[config.mk]
export PLATFORM = sky130hd
export DESIGN_NAME = hazard_sched
export DESIGN_NICKNAME = d
export VERILOG_FILES = /design/src/rtl/hazard_sched.sv
export SDC_FILE = /design/constraint.sdc
export NUM_CORES = 1
export LEC_CHECK = 0
export ABC_CLOCK_PERIOD_IN_PS = 4600
export CAP_MARGIN = 10
export CELL_PAD_IN_SITES_DETAIL_PLACEMENT = 0
export CELL_PAD_IN_SITES_GLOBAL_PLACEMENT = 1
export CORE_MARGIN = 2
export CORE_UTILIZATION = 21
export CTS_BUF_LIST = sky130_fd_sc_hd__clkbuf_8
export DETAILED_ROUTE_END_ITERATION = 6
export MAX_ROUTING_LAYER = met4
export PLACE_DENSITY_LB_ADDON = 0.1
export SLEW_MARGIN = 5
export SYNTH_ARGS = -nofsm -noshare
export SYNTH_HDL_FRONTEND = slang
export SYNTH_SLANG_ARGS = --single-unit
[constraint.sdc]
create_clock -name CLOCK -period 4.6 [get_ports CLOCK]
set_input_delay 0.92 -clock CLOCK [delete_from_list [all_inputs] [get_ports CLOCK]]
set_output_delay 0.92 -clock CLOCK [all_outputs]
set_load 0.1 [all_outputs]
[src/rtl/hazard_sched.sv]
// hazard_sched: LEGv8 load-use/branch/memory-wait pipeline scheduler; HAZARD_PERF_CNT_EN adds stall/flush counters.
module hazard_sched #(
  parameter int MEM_LATENCY = 3,
  parameter int CNT_W       = 4
) (
  input  logic        CLOCK,
  input  logic        RESET_N,
  input  logic [4:0]  ifid_Rn_i,
  input  logic [4:0]  ifid_Rm_i,
  input  logic        ifid_usesRm_i,
  input  logic        idex_memRead_i,
  input  logic [4:0]  idex_writeReg_i,
  input  logic        exmem_memAccess_i,
  input  logic        branch_taken_i,
  output logic        pc_write_o,
  output logic        ifid_write_o,
  output logic        ifid_flush_o,
  output logic        idex_bubble_o,
  output logic        exmem_flush_o,
  output logic        freeze_o,
  output logic [31:0] stall_cycles_o,
  output logic [31:0] flush_cnt_o
);
  typedef enum logic {RUN, MEM_WAIT} state_t;
  state_t           r_state, w_state_nxt;
  logic [CNT_W-1:0] r_cnt, w_cnt_nxt;
  logic             w_trig, w_freeze, w_branch, w_load_use;
  always_ff @(posedge CLOCK or negedge RESET_N)
    if (!RESET_N) begin
      r_state <= RUN;
      r_cnt   <= '0;
    end else begin
      r_state <= w_state_nxt;
      r_cnt   <= w_cnt_nxt;
    end
  // hazards outside a freeze stay live in the retire cycle so a branch held in EX/MEM is taken then
  always_comb begin
    w_trig      = r_state == RUN && exmem_memAccess_i && (MEM_LATENCY > 1);
    w_freeze    = w_trig || (r_state == MEM_WAIT && r_cnt != '0);
    w_branch    = !w_freeze && branch_taken_i;
    w_load_use  = !w_freeze && !branch_taken_i && idex_memRead_i && idex_writeReg_i != 5'd31 &&
                  (idex_writeReg_i == ifid_Rn_i || (ifid_usesRm_i && idex_writeReg_i == ifid_Rm_i));
    w_state_nxt = w_trig ? MEM_WAIT : (r_state == MEM_WAIT && r_cnt == '0) ? RUN : r_state;
    w_cnt_nxt   = w_trig ? CNT_W'(MEM_LATENCY - 2) : r_cnt != '0 ? r_cnt - CNT_W'(1) : r_cnt;
  end
  always_comb begin
    pc_write_o    = RESET_N && !w_freeze && !w_load_use;
    ifid_write_o  = RESET_N && !w_freeze && !w_branch && !w_load_use;
    ifid_flush_o  = !RESET_N || w_branch;
    idex_bubble_o = !RESET_N || w_branch || w_load_use;
    exmem_flush_o = !RESET_N || w_branch;
    freeze_o      = RESET_N && w_freeze;
  end
`ifdef HAZARD_PERF_CNT_EN
  logic [31:0] r_stall, r_flush;
  always_ff @(posedge CLOCK or negedge RESET_N)
    if (!RESET_N) begin
      r_stall <= '0;
      r_flush <= '0;
    end else begin
      r_stall <= r_stall + 32'(w_freeze || w_load_use);
      r_flush <= r_flush + 32'(w_branch);
    end
  assign stall_cycles_o = r_stall;
  assign flush_cnt_o    = r_flush;
`else
  assign stall_cycles_o = '0;
  assign flush_cnt_o    = '0;
`endif
endmodule

== Word-level counts from Yosys, hierarchy flattened ==
Index checks and enable logic that the tools add are counted.
Operators by class
  $add $sub $neg: 1
  mux-type cells: 4
  bitwise gates (word level): 1
  equal/unequal tests: 3
  reduce and logical (&&, ||, !) cells: 27
Operator list (count)
  1-bit logical AND: 14
  5-bit == test: 2
  4-bit two-way mux: 2
  1-bit zero test: 5
  5-bit != test (second input constant): 1
  4-bit zero test: 1
  1-bit logical OR: 4
  2-bit nonzero test: 2
  4-bit nonzero test: 1
  4-bit by 1-bit subtractor with 4-bit output (second input constant): 1
  1-bit two-way mux: 2
  1-bit inverter: 1
Word-level totals
  output and inout port bits: 70
  register bits after elaboration: 5

== Longest topological paths before layout ==
Gate-level depths: netlist of the first run.
  depth in word-level cells: 10
  depth in mapped cells: 6

== Worst setup path after synthesis of the first run ==
No wires, ideal clock.
  path kind: in2out
  start: in exmem_memAccess_i
  end: out pc_write_o
  required time: 3.680 ns
  setup slack: 0.120 ns
  arrival: 3.560 ns
  path buffers: 0
  stages on the path: 4
  path through: nor2b_1 > a21oi_4 > inv_2 > a211oi_1
Between the ends
  word-level cells in the longest chain between the ends: 9
  elaborated cells on any way between the ends: 10
  those cells by class: 10 x reduce/logical
RTL lines
  start, declared: RTL line 13  | input logic exmem_memAccess_i,
  1-bit logical AND *: RTL line 38  | w_trig = r_state == RUN && exmem_memAccess_i && (MEM_LATENCY > 1);
  1-bit logical OR *: RTL line 39  | w_freeze = w_trig || (r_state == MEM_WAIT && r_cnt != '0);
  1-bit zero test *: RTL line 41, 47
  1-bit logical AND (4 in a row): RTL line 41  | w_load_use = !w_freeze && !branch_taken_i && idex_memRead_i && idex_writeReg_i != 5'd31 &&
  1-bit zero test: RTL line 47  | pc_write_o = RESET_N && !w_freeze && !w_load_use;
  1-bit logical AND *: RTL line 47
  end, declared: RTL line 15  | output logic pc_write_o,
Every way passes the cells marked *; elsewhere a longest branch is shown, timed or not.

== Worst setup path after layout of the first run ==
  start: in idex_writeReg_i[2]
  end: out idex_bubble_o
Between the ends
  word-level cells in the longest chain between the ends: 5
  elaborated cells on any way between the ends: 8
  those cells by class: 3 x eq/ne; 5 x reduce/logical
RTL lines
  start, declared: RTL line 12  | input logic [4:0] idex_writeReg_i,
  5-bit == test: RTL line 42  | (idex_writeReg_i == ifid_Rn_i || (ifid_usesRm_i && idex_writeReg_i == ifid_Rm_i));
  1-bit logical AND: RTL line 42
  1-bit logical OR: RTL line 42
  1-bit logical AND *: RTL line 41
  1-bit logical OR *: RTL line 50  | idex_bubble_o = !RESET_N || w_branch || w_load_use;
  end, declared: RTL line 18  | output logic idex_bubble_o,
Marked as above.

==> results of run 1 <==
[power by group]
group          internal (mW)  switching (mW)  leakage (nW)
combinational         0.0952           0.410         0.437
clock                 0.0572          0.0217        0.0269
sequential            0.0661          0.0188        0.0602
total                  0.218           0.451         0.524
[through the flow]
step	util	hold slack [ps]	worst slack, ps	cells	instance area, µm²
global placement	0.2300	566.2	1075	191	994.7
global route	0.2405	584.0	999.7	195	1040
floorplan	-	506.6	120.4	178	1172
detailed placement	0.2300	552.3	1073	191	994.7
CTS	0.2405	562.3	1059	195	1040
finish	0.2405	552.6	1081	195	1040
[sequential cells by signal (all words and copies together), names as in the netlist]
| name | cells |
|---|---|
| r_state | 1 |
| r_cnt | 4 |
[final cells by class]
| type | count | area share |
|---|---|---|
| clock buffer | 3 | 0.03971 |
| clock inverter | 1 | 0.003610 |
| inverter | 6 | 0.02166 |
| multi-input combinational | 102 | 0.5162 |
| sequential | 5 | 0.1203 |
| tap | 52 | 0.06258 |
| timing repair buffer | 26 | 0.2359 |
[kinds of logic (layout without fill, tap and decap cells)]
kind of cell,Yosys count,count (layout),share of synthesized area
buffers and inverters,71,36,0.5455
AND/OR/NAND/NOR,14,14,0.08022
XOR/XNOR,11,11,0.1029
AO/OA/AOI/OAI,10,10,0.09491
flip-flops,5,5,0.1337
adder cells (fa/ha/maj),2,2,0.02673
other,1,64,0.004007
multiplexers,1,1,0.01203
[how the worst max path moves through the flow]
stage	endpoint	from	slack [ps]
after floorplan	pc_write_o	exmem_memAccess_i	120
after global placement	idex_bubble_o	idex_writeReg_i[2]	1070
after detailed placement	idex_bubble_o	idex_writeReg_i[2]	1070
after CTS	idex_bubble_o	idex_writeReg_i[2]	1060
after global routing	idex_bubble_o	idex_writeReg_i[2]	1000
final	idex_bubble_o	idex_writeReg_i[2]	1080
[cell usage in the layout (no fill, tap or decap)]
| master | instances |
|---|---|
| a31o_2 | 1 |
| nand3_1 | 1 |
| a2111oi_2 | 1 |
| o22ai_1 | 1 |
| nand2b_1 | 1 |
| nand2_1 | 2 |
| nor2_1 | 4 |
| inv_2 | 1 |
| buf_4 | 6 |
| a211oi_1 | 2 |
| or3b_4 | 1 |
| inv_1 | 6 |
| a21oi_1 | 1 |
| and3_1 | 1 |
| clkdlybuf4s50_1 | 20 |
| conb_1 | 64 |
| ha_1 | 2 |
| o21ai_0 | 1 |
| a311oi_1 | 1 |
| xnor2_1 | 11 |
| a21oi_4 | 1 |
| nor2b_1 | 1 |
| dfrtp_1 | 5 |
| or3_1 | 1 |
| nand4_1 | 1 |
| mux2_2 | 1 |
| a21o_2 | 1 |
| nor3_1 | 1 |
| clkbuf_8 | 3 |
[layer usage]
layer | vias to the layer above | wire (µm) | GRT usage
li1 | 292 | - | -
met1 | 268 | 577 | 0.06137
met2 | 46 | 862 | 0.1007
met3 | 2 | 239 | 0.03846
met4 | 0 | 11 | 0.01887
met5 | - | 0 | -
[tightest hold or removal path: cells and delay by family, from the launching register on]
kind / cells / cell delay (ps)
flops: 1 / 370
xor+xnor: 1 / 80
simple gates: 1 / 60
==> metrics, run 1 <==
Max Fclk=284.2 MHz; Largest stage delay, worst path=480 ps; top post-synthesis cells by count=65 x buf_4, 11 x xnor2_1, 5 x dfrtp_1, 5 x inv_1, 4 x nor2_1; worst hold path type=reg -> reg; Initial DRC Count=4; core area=4324 µm²; Area contributors post-synth=buf_4 52%, dfrtp_1 13%, xnor2_1 10%; CTS hold repair buffers=0; yosys warns=0; worst r2r dst=r_state; Buffers on Ports=26; CP Capture Type=output pin; Synth area leader=buf_4; Seq cells post-synth=5; final setup TNS=0 ps; total gr overflow=0; WS Path Type=in -> out; post-synthesis sequential area ratio=0.1337; Max H-tree Level=1; r2r startpoint=r_cnt[0]; Die Wd=70.76 µm; Initial DRT Pass Iterations=4; leakage=0.5240 nW; CP Max Fanout=3; GP Congestion=0.7243; final hold vios=0; WHS Path Cells=2; register area=125.1 µm²; Routed WL per cell=8.667 µm; Post-synth top flop=dfrtp_1; Hold Startpoint=r_cnt[0]; Worst EP arrival=2600 ps; pwr dens=643.5 nW/µm²; Worst R2R Path Depth=5; first-pass GRT wire length=2.346 mm; Fill cells=489; Routed Antenna Nets=0; multi-input logic area=536.8 µm²; Max-slew headroom=0.6603; Antenna diodes=0; part of the cycle the worst path needs=0.7650; CP Launch Type=input port; pin slew with the least headroom to its limit=506.1 ps; CP delay by family, top=buffers and inverters; number of cells on the critical path=5; vias after detailed routing=608; required time worst endpoint=3680 ps; clock tree buffer depth=2; Die Ht=70.76 µm; CP max-delay cell=a311oi_1; critical-path cell list=clkdlybuf4s50_1 > and3_1 > a311oi_1 > a31o_2 > buf_4; largest net degree at the start of global routing=7; Synth Area per Inst=8.138 µm²; Worst VDD drop=0.2350 mV; area delta synth->final=11.10%; vias in the first global route=559; top-count cell post-synth=buf_4; Detailed Place HPWL=1.538 mm; post-CTS sizing=0; minimum clock period=3519 ps; RSZ-0062 raised after global routing=no; Total GRT Usage=0.06184; skew final=2.363 ps; TritonCTS sink count=5; Starting Density=0.2164; CP bufs+invs=2; later-pin clock latency in the skew report=220 ps; max_cap viols=0; Core Rows=24; mapped cell area=935.9 µm²; Hold Path Sink=r_cnt[0]; Root Buffer=clkbuf_8; top-area cell type share of the netlist area=0.5214; nets=167; EDFF count, synth=0; Post-Route WL=1.690 mm; final setup fails=0; io pins=91; Final Total Pwr=0.6691 mW; TritonCTS Buffers=3; share of cells above drive strength 1=0.1119; status=finished, final reports clean; Distinct cells, synth=27; # DRC=0; die area=5007 µm²; initial antenna violation count=0; Slew Viols, Final=0; r2r setup slk=3110 ps; cells after synthesis=115; Setup Buffers After CTS=0; clock slew seen by the registers of the worst setup and hold paths=30 ps; Vias per Instance=3.118; CTS tree=yes; Async S/R FF share, synth=1.000
Power figures use the tool's default switching activity.
==> inputs of run 2 (changes only) <==
--- a/config.mk
+++ b/config.mk
@@ -5,12 +5,12 @@
 export SDC_FILE = /design/constraint.sdc
 export NUM_CORES = 1
 export LEC_CHECK = 0
-export ABC_CLOCK_PERIOD_IN_PS = 4600
+export ABC_CLOCK_PERIOD_IN_PS = 3500
 export CAP_MARGIN = 10
 export CELL_PAD_IN_SITES_DETAIL_PLACEMENT = 0
 export CELL_PAD_IN_SITES_GLOBAL_PLACEMENT = 1
 export CORE_MARGIN = 2
-export CORE_UTILIZATION = 21
+export CORE_UTILIZATION = 20
 export CTS_BUF_LIST = sky130_fd_sc_hd__clkbuf_8
 export DETAILED_ROUTE_END_ITERATION = 6
 export MAX_ROUTING_LAYER = met4
==> constraint.sdc (replaced) <==
create_clock -name CLOCK -period 3.5 [get_ports CLOCK]
set_input_delay 0.7 -clock CLOCK [delete_from_list [all_inputs] [get_ports CLOCK]]
set_output_delay 0.7 -clock CLOCK [all_outputs]
set_load 0.1 [all_outputs]
==> metrics, run 2 (synthesis gave the netlist of run 1 again) <==
nets=169; final setup TNS=0 ps; Placement Cell Area=1077 µm²; pre-CTS WS=490.3 ps; Sw Ratio=0.6467; Die Ht=72.41 µm; final hold vios=0; Starting Density=0.2106; Antenna diodes=0; Buffers on Ports=26; CTS tree=yes; area delta synth->final=20.05%; Initial DRT Pass Iterations=3; RSZ-0062 raised after global routing=no; Max H-tree Level=1; # DRC=0; WS Path Type=in -> out; vias in the first global route=536; Root Buffer=clkbuf_8; Die Wd=72.41 µm; top flop regs=r_cnt: 4 flops, r_state: 1 flops; Detailed Place HPWL=1.562 mm; vias after detailed routing=621; Core Rows=24; combinational power share=0.768; CTS hold repair buffers=0; Initial DRC Count=4; CP Max Fanout=3; post-CTS sizing=0; Vias per Instance=3.152; CP Launch Type=input port; Int Power=0.3314 mW; largest net degree at the start of global routing=7; part of the cycle the worst path needs=0.8542; Routed WL per cell=8.406 µm; max reg flops=4; share of cells above drive strength 1=0.1379; total gr overflow=0; final setup margin=510.5 ps; final setup fails=0; worst hold path type=reg -> reg; Clk pwr share=0.116; status=finished, final reports clean; later-pin clock latency in the skew report=230 ps; Total GRT Usage=0.05729; clock tree buffer depth=2; pwr dens=834.8 nW/µm²; Slew Viols, Final=0; initial antenna violation count=0; Top reg by flops=r_cnt; first-pass GRT wire length=2.325 mm; skew final=3.250 ps; GP Congestion=0.7280; minimum clock period=2990 ps; Final Core Density=0.2528; required time worst endpoint=2800 ps; TritonCTS Buffers=3; clock slew seen by the registers of the worst setup and hold paths=40 ps; Worst EP arrival=2290 ps; CP Capture Type=output pin; Routed Antenna Nets=0; die area=5242 µm²; io pins=91; Post-Route WL=1.656 mm; Setup Buffers After CTS=0; commonest non-fill, non-tap cell in the layout=conb_1; max_cap viols=0; final instance area=1124 µm²; Worst R2R Path Depth=5; P_sw=0.6065 mW; Flop pwr share=0.116; Max Fclk=334.5 MHz; leakage=0.5499 nW; most frequent cells in the layout=64 x conb_1, 20 x clkdlybuf4s50_1, 11 x xnor2_1; Worst VDD drop=0.2160 mV; WHS Path Cells=2; Hold Slack=547.2 ps; core area=4444 µm²; TritonCTS sink count=5
[run 2: cell count changes in the layout (fill, tap and decap cells not counted)]
cell,previous run,this run
a2111oi_2,1,0
buf_12,0,4
inv_1,6,5
clkinv_2,0,1
a211oi_2,0,1
a2111oi_4,0,1
buf_4,6,4
a211oi_1,2,1
[run 2: final timing paths]
kind                               startpoint      endpoint  slack (ps)
max in group asynchronous             RESET_N      r_cnt[2]        2580
min in group asynchronous             RESET_N      r_cnt[3]         710
setup reg to reg                     r_cnt[0]       r_state        2000
hold reg to reg                      r_cnt[0]      r_cnt[0]         550
setup / recovery           idex_writeReg_i[0]  ifid_write_o         510
hold / removal                       r_cnt[0]      r_cnt[0]         550
[run 2: area by class of cell]
class                   count  area [µm²]
fillers                   495        3321
multi-input cells         102       554.3
repair buffers             28       310.3
flip-flops and latches      5       125.1
well taps                  52       65.06
clock buffers               3       41.29
inverters                   6       22.52
clock inverters             1       5.005
[run 2: per-layer routing]
layer | part of all wire | GRT usage
met2 | 0.50 | 0.08869
met4 | 0.0054 | 0.01235
met3 | 0.16 | 0.03750
met5 | 0 | -
met1 | 0.33 | 0.06172
[run 2: critical path: stages]
cell	delay, ps
clkdlybuf4s50_1	550
and3_1	170
a311oi_1	90
buf_4	170
a2111oi_4	390
buf_12	220
[run 2: power groups by stage]
stage | clock network [mW] | registers, mW | logic [mW]
global placement | 0 | 0.109 | 0.719
finish | 0.109 | 0.108 | 0.721
floorplan | 0 | 0.105 | 0.649
global route | 0.119 | 0.112 | 0.758
CTS | 0.113 | 0.109 | 0.723
detailed placement | 0 | 0.109 | 0.722
[run 2: per-stage QoR]
stage / power [mW] / std cells
after floorplan: 0.7545 / 178
after global placement: 0.8286 / 193
after detailed placement: 0.8310 / 193
after CTS: 0.9452 / 197
after global routing: 0.9888 / 197
final: 0.9380 / 197
==> inputs of run 3 (changes only) <==
--- a/config.mk
+++ b/config.mk
@@ -12,7 +12,10 @@
 export CORE_MARGIN = 2
 export CORE_UTILIZATION = 20
 export CTS_BUF_LIST = sky130_fd_sc_hd__clkbuf_8
+export CTS_CLUSTER_DIAMETER = 30
 export DETAILED_ROUTE_END_ITERATION = 6
+export GPL_ROUTABILITY_DRIVEN = 0
+export HOLD_SLACK_MARGIN = 0.15
 export MAX_ROUTING_LAYER = met4
 export PLACE_DENSITY_LB_ADDON = 0.1
 export SLEW_MARGIN = 5
==> results of run 3 <==
Same layout as run 2: the final DEF is identical, and so are final timing and power.
